`config.mk`:
```
export PLATFORM = sky130hd
export DESIGN_NAME = multi_cycle_ctrl
export DESIGN_NICKNAME = d
export VERILOG_FILES = /design/src/rtl/multi_cycle_ctrl.sv
export SDC_FILE = /design/constraint.sdc
export NUM_CORES = 1
export LEC_CHECK = 0
export CELL_PAD_IN_SITES_DETAIL_PLACEMENT = 0
export CELL_PAD_IN_SITES_GLOBAL_PLACEMENT = 1
export CORE_AREA = 2 2 52 54
export DETAILED_ROUTE_END_ITERATION = 8
export DIE_AREA = 0 0 54 56
export PLACE_DENSITY_LB_ADDON = 0.1
export SLEW_MARGIN = 20
export SYNTH_ARGS = -nofsm -noshare
export SYNTH_HDL_FRONTEND = slang
export SYNTH_SLANG_ARGS = --single-unit
```
`constraint.sdc`:
```
create_clock -name CLK -period 1.6 [get_ports CLK]
set_clock_uncertainty 0.05 [all_clocks]
set_input_delay 0.16 -clock CLK [delete_from_list [all_inputs] [get_ports CLK]]
set_output_delay 0.16 -clock CLK [all_outputs]
set_load 0.1 [all_outputs]
```
`src/rtl/multi_cycle_ctrl.sv`:
```
// Multi-cycle RISC control FSM: state register, next-state and output decode.
// Optional CTRL_JUMP_EN enables j/jal/jr; otherwise they decode as nops.
module multi_cycle_ctrl (
  input  logic       CLK,
  input  logic       Reset,
  input  logic [5:0] opcode,
  input  logic       zero,
  output logic       PCWre,
  output logic       IRWre,
  output logic       RegWre,
  output logic       mRD,
  output logic       mWR,
  output logic       ALUSrcA,
  output logic       ALUSrcB,
  output logic       WrRegDSrc,
  output logic       DBDataSrc,
  output logic       ExtSel,
  output logic [2:0] ALUOp,
  output logic [1:0] RegDst,
  output logic [1:0] PCSrc,
  output logic [2:0] state
);

  localparam logic [2:0] IF     = 3'b000;
  localparam logic [2:0] ID     = 3'b001;
  localparam logic [2:0] EXE_AL = 3'b110;
  localparam logic [2:0] WB_AL  = 3'b111;
  localparam logic [2:0] EXE_BR = 3'b101;
  localparam logic [2:0] EXE_LS = 3'b010;
  localparam logic [2:0] MEM    = 3'b011;
  localparam logic [2:0] WB_LD  = 3'b100;

  localparam logic [5:0] OP_ADD  = 6'b000000;
  localparam logic [5:0] OP_SUB  = 6'b000001;
  localparam logic [5:0] OP_ADDI = 6'b000010;
  localparam logic [5:0] OP_ORI  = 6'b010000;
  localparam logic [5:0] OP_AND  = 6'b010001;
  localparam logic [5:0] OP_SLT  = 6'b100110;
  localparam logic [5:0] OP_SW   = 6'b110000;
  localparam logic [5:0] OP_LW   = 6'b110001;
  localparam logic [5:0] OP_BEQ  = 6'b110100;
  localparam logic [5:0] OP_BNE  = 6'b110101;
  localparam logic [5:0] OP_J    = 6'b111000;
  localparam logic [5:0] OP_JR   = 6'b111001;
  localparam logic [5:0] OP_JAL  = 6'b111010;
  localparam logic [5:0] OP_HALT = 6'b111111;

  logic [2:0] stateQ, stateD;
  logic       haltQ;

  logic isAdd, isSub, isAddi, isOri, isAnd, isSlt;
  logic isSw, isLw, isBeq, isBne, isHalt;
  logic isJ, isJr, isJal;
  logic isR, isImm, isAl, isBr, isLs;
  logic brTaken;
  logic [2:0] aluFn;

  assign isAdd  = opcode == OP_ADD;
  assign isSub  = opcode == OP_SUB;
  assign isAddi = opcode == OP_ADDI;
  assign isOri  = opcode == OP_ORI;
  assign isAnd  = opcode == OP_AND;
  assign isSlt  = opcode == OP_SLT;
  assign isSw   = opcode == OP_SW;
  assign isLw   = opcode == OP_LW;
  assign isBeq  = opcode == OP_BEQ;
  assign isBne  = opcode == OP_BNE;
  assign isHalt = opcode == OP_HALT;

`ifdef CTRL_JUMP_EN
  assign isJ   = opcode == OP_J;
  assign isJr  = opcode == OP_JR;
  assign isJal = opcode == OP_JAL;
`else
  assign isJ   = 1'b0;
  assign isJr  = 1'b0;
  assign isJal = 1'b0;
`endif

  assign isR   = isAdd | isSub | isAnd | isSlt;
  assign isImm = isAddi | isOri;
  assign isAl  = isR | isImm;
  assign isBr  = isBeq | isBne;
  assign isLs  = isLw | isSw;

  assign brTaken = (isBeq & zero) | (isBne & ~zero);

  always_comb begin
    aluFn = 3'b000;
    unique case (1'b1)
      isSub:  aluFn = 3'b001;
      isOri:  aluFn = 3'b011;
      isAnd:  aluFn = 3'b100;
      isSlt:  aluFn = 3'b110;
      default: aluFn = 3'b000;
    endcase
  end

  always_ff @(posedge CLK or negedge Reset) begin
    if (!Reset) begin
      stateQ <= IF;
      haltQ  <= 1'b0;
    end else begin
      stateQ <= stateD;
      if (stateQ == ID && isHalt)
        haltQ <= 1'b1;
    end
  end

  always_comb begin
    stateD = IF;
    unique case (stateQ)
      IF:     stateD = haltQ ? IF : ID;
      ID: begin
        unique case (1'b1)
          isAl:    stateD = EXE_AL;
          isBr:    stateD = EXE_BR;
          isLs:    stateD = EXE_LS;
          default: stateD = IF;
        endcase
      end
      EXE_AL: stateD = WB_AL;
      WB_AL:  stateD = IF;
      EXE_BR: stateD = IF;
      EXE_LS: stateD = MEM;
      MEM:    stateD = isLw ? WB_LD : IF;
      WB_LD:  stateD = IF;
      default: stateD = IF;
    endcase
  end

  always_comb begin
    PCWre     = 1'b0;
    IRWre     = 1'b0;
    RegWre    = 1'b0;
    mRD       = 1'b0;
    mWR       = 1'b0;
    ALUSrcA   = 1'b0;
    ALUSrcB   = 1'b0;
    WrRegDSrc = 1'b0;
    DBDataSrc = 1'b0;
    ExtSel    = 1'b0;
    ALUOp     = 3'b000;
    RegDst    = 2'b00;
    PCSrc     = 2'b00;
    // Reset and halt both force a quiet bus with no pending writes
    if (Reset && !haltQ) begin
      ExtSel = (stateQ != IF) && !isOri;
      unique case (stateQ)
        IF: IRWre = 1'b1;
        ID: begin
          if (!(isAl | isBr | isLs | isHalt))
            PCWre = 1'b1;
          if (isJal) begin
            RegWre = 1'b1;
            RegDst = 2'b00;
          end
          if (isJ | isJal)
            PCSrc = 2'b11;
          else if (isJr)
            PCSrc = 2'b10;
        end
        EXE_AL: begin
          ALUOp   = aluFn;
          ALUSrcB = isImm;
        end
        WB_AL: begin
          ALUOp     = aluFn;
          ALUSrcB   = isImm;
          PCWre     = 1'b1;
          RegWre    = 1'b1;
          WrRegDSrc = 1'b1;
          RegDst    = isR ? 2'b10 : 2'b01;
        end
        EXE_BR: begin
          ALUOp = 3'b001;
          PCWre = 1'b1;
          PCSrc = brTaken ? 2'b01 : 2'b00;
        end
        EXE_LS: begin
          ALUSrcB = 1'b1;
        end
        MEM: begin
          ALUSrcB = 1'b1;
          mRD     = isLw;
          mWR     = isSw;
          PCWre   = isSw;
        end
        WB_LD: begin
          ALUSrcB   = 1'b1;
          PCWre     = 1'b1;
          RegWre    = 1'b1;
          WrRegDSrc = 1'b1;
          DBDataSrc = 1'b1;
          RegDst    = 2'b01;
        end
        default: ;
      endcase
    end
  end

  assign state = Reset ? stateQ : 3'b000;

endmodule
```
# Word-level counts from Yosys, hierarchy flattened
# Index checks and enable logic that the tools add are counted.
# W data, S select, Z words.
totals:
  reg_bits: 4
  inputBits: 9
  out_inout_bits: 20
  elab_cells: 75
classes:
  n_eq_ne: 17
  mux: 30
  bitwise: 14
  n_reduce_logical: 12
ops:
  columns: ["op", "count"]
  rows:
  - ["$eq A6 B6 Y1 const B", 6]
  - ["$mux W1", 18]
  - ["$pmux W3 S6", 1]
  - ["$eq A3 B3 Y1 const B", 4]
  - ["$eq A6 B5 Y1 const B", 2]
  - ["$pmux W3 S4", 1]
  - ["$or A1 B1 Y1", 11]
  - ["$mux W3", 3]
  - ["$pmux W3 S3", 1]
  - ["$eq A3 B2 Y1 const B", 2]
  - ["$eq A6 B1 Y1 const B", 1]
  - ["$eq A6 B2 Y1 const B", 1]
  - ["$logic_not A6 Y1", 1]
  - ["$pmux W3 S2", 1]
  - ["$reduce_or A3 Y1", 2]
  - ["$mux W2", 2]
  - ["$pmux W2 S2", 1]
  - ["$reduce_or A2 Y1", 2]
  - ["$eq A3 B1 Y1 const B", 1]
  - ["$logic_and A1 B1 Y1", 3]
  - ["$logic_not A3 Y1", 1]
  - ["$pmux W1 S3", 1]
  - ["$reduce_bool A3 Y1", 1]
  - ["$and A1 B1 Y1", 2]
  - ["3 further kinds", 4]

# Longest topological paths before layout
logic_depth:
  depth_word: 11
  mapped_depth: 6
  ltp_nobuf: 5

# Worst setup path after synthesis
# No wires, ideal clock.
synth_timing:
  kind: "register to output"
  start: "register stateQ[2]"
  end: "output port WrRegDSrc"
  arrival_time_ps: 4222
  t_required_ps: 1390
  slack_ps: -2832
  path_stages_with_launch: 5
  n_path_buf: 1
  path_cell_list: "dfrtp_1 > and2_1 > nand2b_2 > nor3b_1 > buf_4"
synth_via:
  elab_chain_cells: 4
  elab_cells_between_ends: 5
  cone_classes: "2 x eq/ne; 2 x mux; 1 x reduce/logical"
synth_rtl:
  columns: ["element", "line", "source"]
  rows:
  - ["from (decl)", "48", "logic [2:0] stateQ, stateD;"]
  - ["from (signal assigned)", "104", "stateQ <= stateD;"]
  - ["$eq A3 B3 Y1", null, null]
  - ["$reduce_or A2 Y1 (no source line) *", null, null]
  - ["$mux W1 *", "149", "unique case (stateQ)"]
  - ["$mux W1 *", null, null]
  - ["to (decl)", "15", "output logic WrRegDSrc,"]
# Mark *: on every way between the ends. The rest lies on a longest branch, timed or not.

# Worst setup path in the final report
layout_timing:
  start: "register stateQ[2]"
  end: "output port RegDst[1]"
layout_via:
  elab_chain_cells: 3
  elab_cells_between_ends: 4
  cone_classes: "2 x eq/ne; 2 x mux"
layout_rtl:
  columns: ["element", "line", "source"]
  rows:
  - ["$eq A3 B3 Y1", "149", null]
  - ["$pmux W2 S2 *", "149", null]
  - ["$mux W2 *", "147", "if (Reset && !haltQ) begin"]
  - ["to (decl)", "19", "output logic [1:0] RegDst,"]
# Marked as above.

==> flow_summary.ini <==
[clock_network]
cts.sinks = 4
clock_latency_ps = 240
cts_htree_levels = 1
path_clk_slew_ps = 40
cts_root_buffer = clkbuf_4
clockBufferDepth = 2
cts_tree = yes
cts_made_buffers = 3

[global_routing]
use_met3_pct = 3.23
grt_max_degree = 10
grt_first_pass_wirelength_um = 4170
grt.met2_usage_pct = 31.2
track_usage_pct = 18.2
grt_pass1_vias = 921
antenna_found_initial = 0
overflow = 0
grt.busiest_layer = met2
met1_usage_pct = 23.5

[worst_setup_path]
crit_chain = and2_4 -> nand2b_4 -> or3b_4 -> nor3b_4 -> buf_12
crit_cells = 5
reg2reg_slack_ps = 270
crit_path_start_kind = flip-flop
path_buf_inv = 1
slowest_delay_ps = 430
reg2reg_depth = 4
crit_required_ps = 1390
crit_path_end_kind = primary output
crit_type = reg2out
cp_data_arrival_time_ps = 1670
path_delay_family = simple AND/OR/NAND/NOR gates
cp_slowest_cell = or3b_4
cp_max_fo = 3

[timing]
drv_slew = 0
max_freq_mhz = 531
fin_crit_ps = 1880
hold_viol = 0
fin_crit_sh_pct = 118
setup_viol = 15
tns_ps = -1950
setup_slack_ps = -285
rsz0062_at_grt = yes

[route]
route.detailed.drc = 0
via_count = 891
dr.pass1.iters = 4
drtAntennaViolNets = 0
via_per_inst = 4.95
wl_per_cell_um = 13.6
drt_iter0_markers = 17
wl_um = 2440

[logic_synthesis]
synth_ff_type = dfrtp_1
synth_common_cells = nor2_1, a21oi_1, buf_4
syn_area_um2 = 633
ys_ff_latch = 4
synth_area_leaders = dfrtp_1, nor2_1, buf_4
yosys.area.top_type = dfrtp_1
yosys.cell_types.count = 37
synth_most_common_cell = nor2_1
synth_top_area_share_pct = 15.8
synth_warnings = 0
syn_area_per_cell_um2 = 7.03
synthCells = 90
ys_seq_area_share_pct = 15.8
async_flop_share_pct = 100
synth-edff-count = 0

[power_and_ir_drop]
finalPower_mw = 1.80
p_leak_nw = 0.660
p_comb_share_pct = 82.1
ir_drop_mv = 0.700
swShare_pct = 51.5
power_density_nw_per_um2 = 1090
p_sw_mw = 0.928
p_seq_share_pct = 10.3
internal-power_mw = 0.874
pwr-share-clk_pct = 7.7

[status]
status = complete, but fails checks
violations = negative setup slack

[die]
coreArea_um2 = 2430
die_x_um = 54
rows = 18
die_h_um = 56
io_pins = 29
initial_utilization_pct = 26.0
dieArea_um2 = 3020

[hold_path]
hp-class = in2reg
hold_depth = 3

[layout]
antenna_cells = 0
drive_above_1_share_pct = 69.3
final_nets = 161
areaGrowthSynthToFinish_pct = 160

[placed_design]
io_buffer_count = 26
dpl.hpwl_um = 1850
gp_congestion = 0.865

[flow_run]
maxCapViolCount = 0
==> cell type report <==
type	instances	area, um2
Clock buffer	3	22.5
Fill cell	192	786
Inverter	2	12.5
Multi-Input combinational cell	75	712
Sequential cell	4	103
Tap cell	30	37.5
Timing Repair Buffer	66	759
==> flip-flops by register name, summed over array words and instances (netlist names) <==
signal  count
stateQ      3
haltQ       1
==> per-layer routing <==
| layer | up-vias | part of all wire, % | wire length, um |
|---|---|---|---|
| met5 | - | 0 | 0 |
| met4 | 0 | 1.3 | 32 |
| met3 | 4 | 4.1 | 100 |
| met2 | 23 | 54 | 1320 |
| met1 | 424 | 41 | 989 |
| li1 | 440 | - | - |
==> tightest hold or removal path, delay by kind of cell <==
| kind | cells | cell delay, ps |
|---|---|---|
| AND/OR/NAND/NOR | 1 | 150 |
| buffers and inverters | 1 | 110 |
| AO/OA/AOI/OAI | 1 | 70 |
==> kinds of logic after synthesis <==
family,count (synthesis),synth area share [%]
AO/OA/AOI/OAI,21,23.5
AND/OR/NAND/NOR,49,42.7
other,1,0.592
XOR/XNOR,3,4.15
flip-flops,4,15.8
buffers and inverters,12,13.2
==> cell usage in the layout, fill, tap and decap left out, types with 2 or more instances in the layout <==
master / instances
buf_4: 29
buf_12: 18
buf_6: 10
nor2_1: 9
nor2_4: 5
buf_2: 4
nand2_1: 3
nor2_2: 3
nand4_1: 3
nand2b_4: 3
a21oi_4: 3
clkbuf_4: 3
o21ai_0: 2
nor3_4: 2
o21ai_1: 2
a31o_1: 2
and2_1: 2
nor3_1: 2
nand3_2: 2
nor4_4: 2
nor3b_4: 2
nand3_1: 2
conb_1: 2
dfrtp_1: 2
dfrtp_2: 2
==> what timing repair did <==
item                                    in CTS  in global routing
hold buffers                                 1                  0
setup buffers                                8                  3
endpoints found under the hold margin        4                  0
resized for setup                           44                 13
endpoints found under the setup margin      15                 15
pin swaps                                   23                 12
==> worst paths after layout <==
check | startpoint | end
setup / recovery | stateQ[2] | RegDst[1]
hold / removal | opcode[3] | stateQ[0]
setup reg to reg | stateQ[2] | stateQ[2]
hold reg to reg | haltQ | haltQ
max in group asynchronous | Reset | stateQ[0]
min in group asynchronous | Reset | stateQ[2]
==> through the flow <==
stage / util (%) / hold slack, ps / worst slack, ps / cell area (um2) / std cells
floorplan: - / -186 / -740 / 831 / 91
global placement: 58.8 / 425 / -575 / 1430 / 167
detailed placement: 58.8 / 422 / -543 / 1430 / 167
CTS: 65.5 / 250 / -299 / 1590 / 178
global route: 67.7 / 244 / -339 / 1650 / 180
finish: 67.7 / 236 / -285 / 1650 / 180
==> power by group through the flow <==
stage / sequential (mW) / clock [mW] / combinational, mW
final: 0.185 / 0.138 / 1.48
after global routing: 0.191 / 0.153 / 1.55
after CTS: 0.186 / 0.137 / 1.38
after detailed placement: 0.183 / 0 / 1.29
after global placement: 0.181 / 0 / 1.29
after floorplan: 0.171 / 0 / 0.887
Power figures use the tool's default switching activity.
==> patch: new RTL, config.mk and constraints unchanged <==
Reset style: synchronous (`Reset`), changed in one clocked block.
--- a/src/rtl/multi_cycle_ctrl.sv
+++ b/src/rtl/multi_cycle_ctrl.sv
@@ -96,7 +96,7 @@
     endcase
   end
 
-  always_ff @(posedge CLK or negedge Reset) begin
+  always_ff @(posedge CLK) begin
     if (!Reset) begin
       stateQ <= IF;
       haltQ  <= 1'b0;
Check against the original RTL: no difference found for any inputs over 10 cycles, from zero or initial values and one cycle with Reset low; that may be too few to reach the edited logic, so the function may still have changed.
==> patch against the unedited design <==
  * The run still ends with setup timing left
  * Cell count increased by 2.8%
  * Sequential cell count unchanged
  * Fmax increased by 12%
  * Design area increased by 1.8%
  * Critical path depth unchanged
  * Die area unchanged
  * Via count increased by 1.2%
  * Area after synthesis decreased by 4.5%
  * Wire length increased by 2.3%
  * Setup slack improved by 0.21 ns
Power is left out: it rests on default switching activity, and per cell area and clock period it moved more than threefold.
==> patch: results (changes against the unedited design) <==
Placed wire-length estimate - 1910 um (was 1850 um)
Fillers - 191 (was 192)
CP startpoint - haltQ$_SDFFE_PN0P_ (was stateQ[2]$_DFF_PN0_)
Hold/Removal Path Class - primary input to flip-flop (unchanged)
Pin count of the biggest net entering global routing - 11 (was 10)
Failing checks - setup timing (unchanged)
Slowest stage cell, crit path - dfxtp_4 (was or3b_4)
R2R setup slack - 0.19 ns (was 0.27 ns)
Top post-synthesis cells by area - dfxtp_1, nor2b_1, nor2_1 (was dfrtp_1, nor2_1, buf_4)
Cell variety after synth - 39 (was 37)
Top_reg_cell synth - dfxtp_1 (was dfrtp_1)
Layout Nets - 166 (was 161)
Finished Layout Cells - 185 (was 180)
Setup WS pre-CTS - -0.443 ns (was -0.543 ns)
Reg2reg path depth - 7 (was 4)
CP peak stage delay - 0.34 ns (was 0.43 ns)
Final worst slack - -0.0775 ns (was -0.285 ns)
Vias in the first global route - 884 (was 921)
Initial drt markers - 1 (was 17)
Layout cells sized above 1 - 70.3% (was 69.3%)
First-pass GRT wire length - 4070 um (was 4170 um)
Final Wtd Congestion - 0.810 (was 0.865)
CP Max Fanout - 4 (was 3)
Drt pass-1 iters - 3 (was 4)
Status - finished with violations (unchanged)
Register area share after synthesis - 13.3% (was 15.8%)
Most frequent cells after synthesis - nor2_1, nor2b_1, nand3_1 (was nor2_1, a21oi_1, buf_4)
Count of final setup violators - 11 (was 15)
Synth Area in XOR/XNOR - 2.90% (was 4.15%)
Min-delay src - opcode[3] (unchanged)
Async S/R FF share, synth - 0% (was 100%)
Worst r2r src - stateQ[0]$_SDFF_PN0_ (was stateQ[2]$_DFF_PN0_)
Hold Path End - stateQ[2]$_SDFF_PN0_ (was stateQ[0]$_DFF_PN0_)
Inst Count DP - 175 (was 167)
Vias - 902 (was 891)
Routed length per instance - 13.5 um (was 13.6 um)
Compound-Gate Fraction of Synth Area - 24.4% (was 23.5%)
Placement Cell Area - 0.00152 sq mm (was 0.00143 sq mm)
Overall Global Routing Usage - 17.4% (was 18.2%)
## patch: cell types whose count changed after synthesis, sizes merged, moves of 3 or more
cell / change
dfrtp: -4
dfxtp: +4
nor2: -8
nor2b: +6
a21oi: -4
a31oi: +5
a211oi: +3
## patch: layout make-up
type	instances	area, sq um	area share, %
Timing Repair Buffer	71	801	47.8
Tap cell	30	37.5	2.24
Multi-Input combinational cell	75	713	42.5
Clock buffer	3	22.5	1.34
Sequential cell	4	95.1	5.67
Inverter	2	7.51	0.448
## patch: routing by layer
layer	up-vias	GRT usage [%]	share of wire, %
met2	15	31.9	55
met4	0	1.79	0
li1	457	-	-
met5	-	0	0
met3	0	1.88	2.8
met1	430	21.8	42
## patch: timing repair
action / in CTS / in global routing
setup buffers: 7 / 1
hold buffers: 0 / 0
setup endpoints to repair: 17 / 14
resized for setup: 47 / 13
pin swaps: 15 / 13
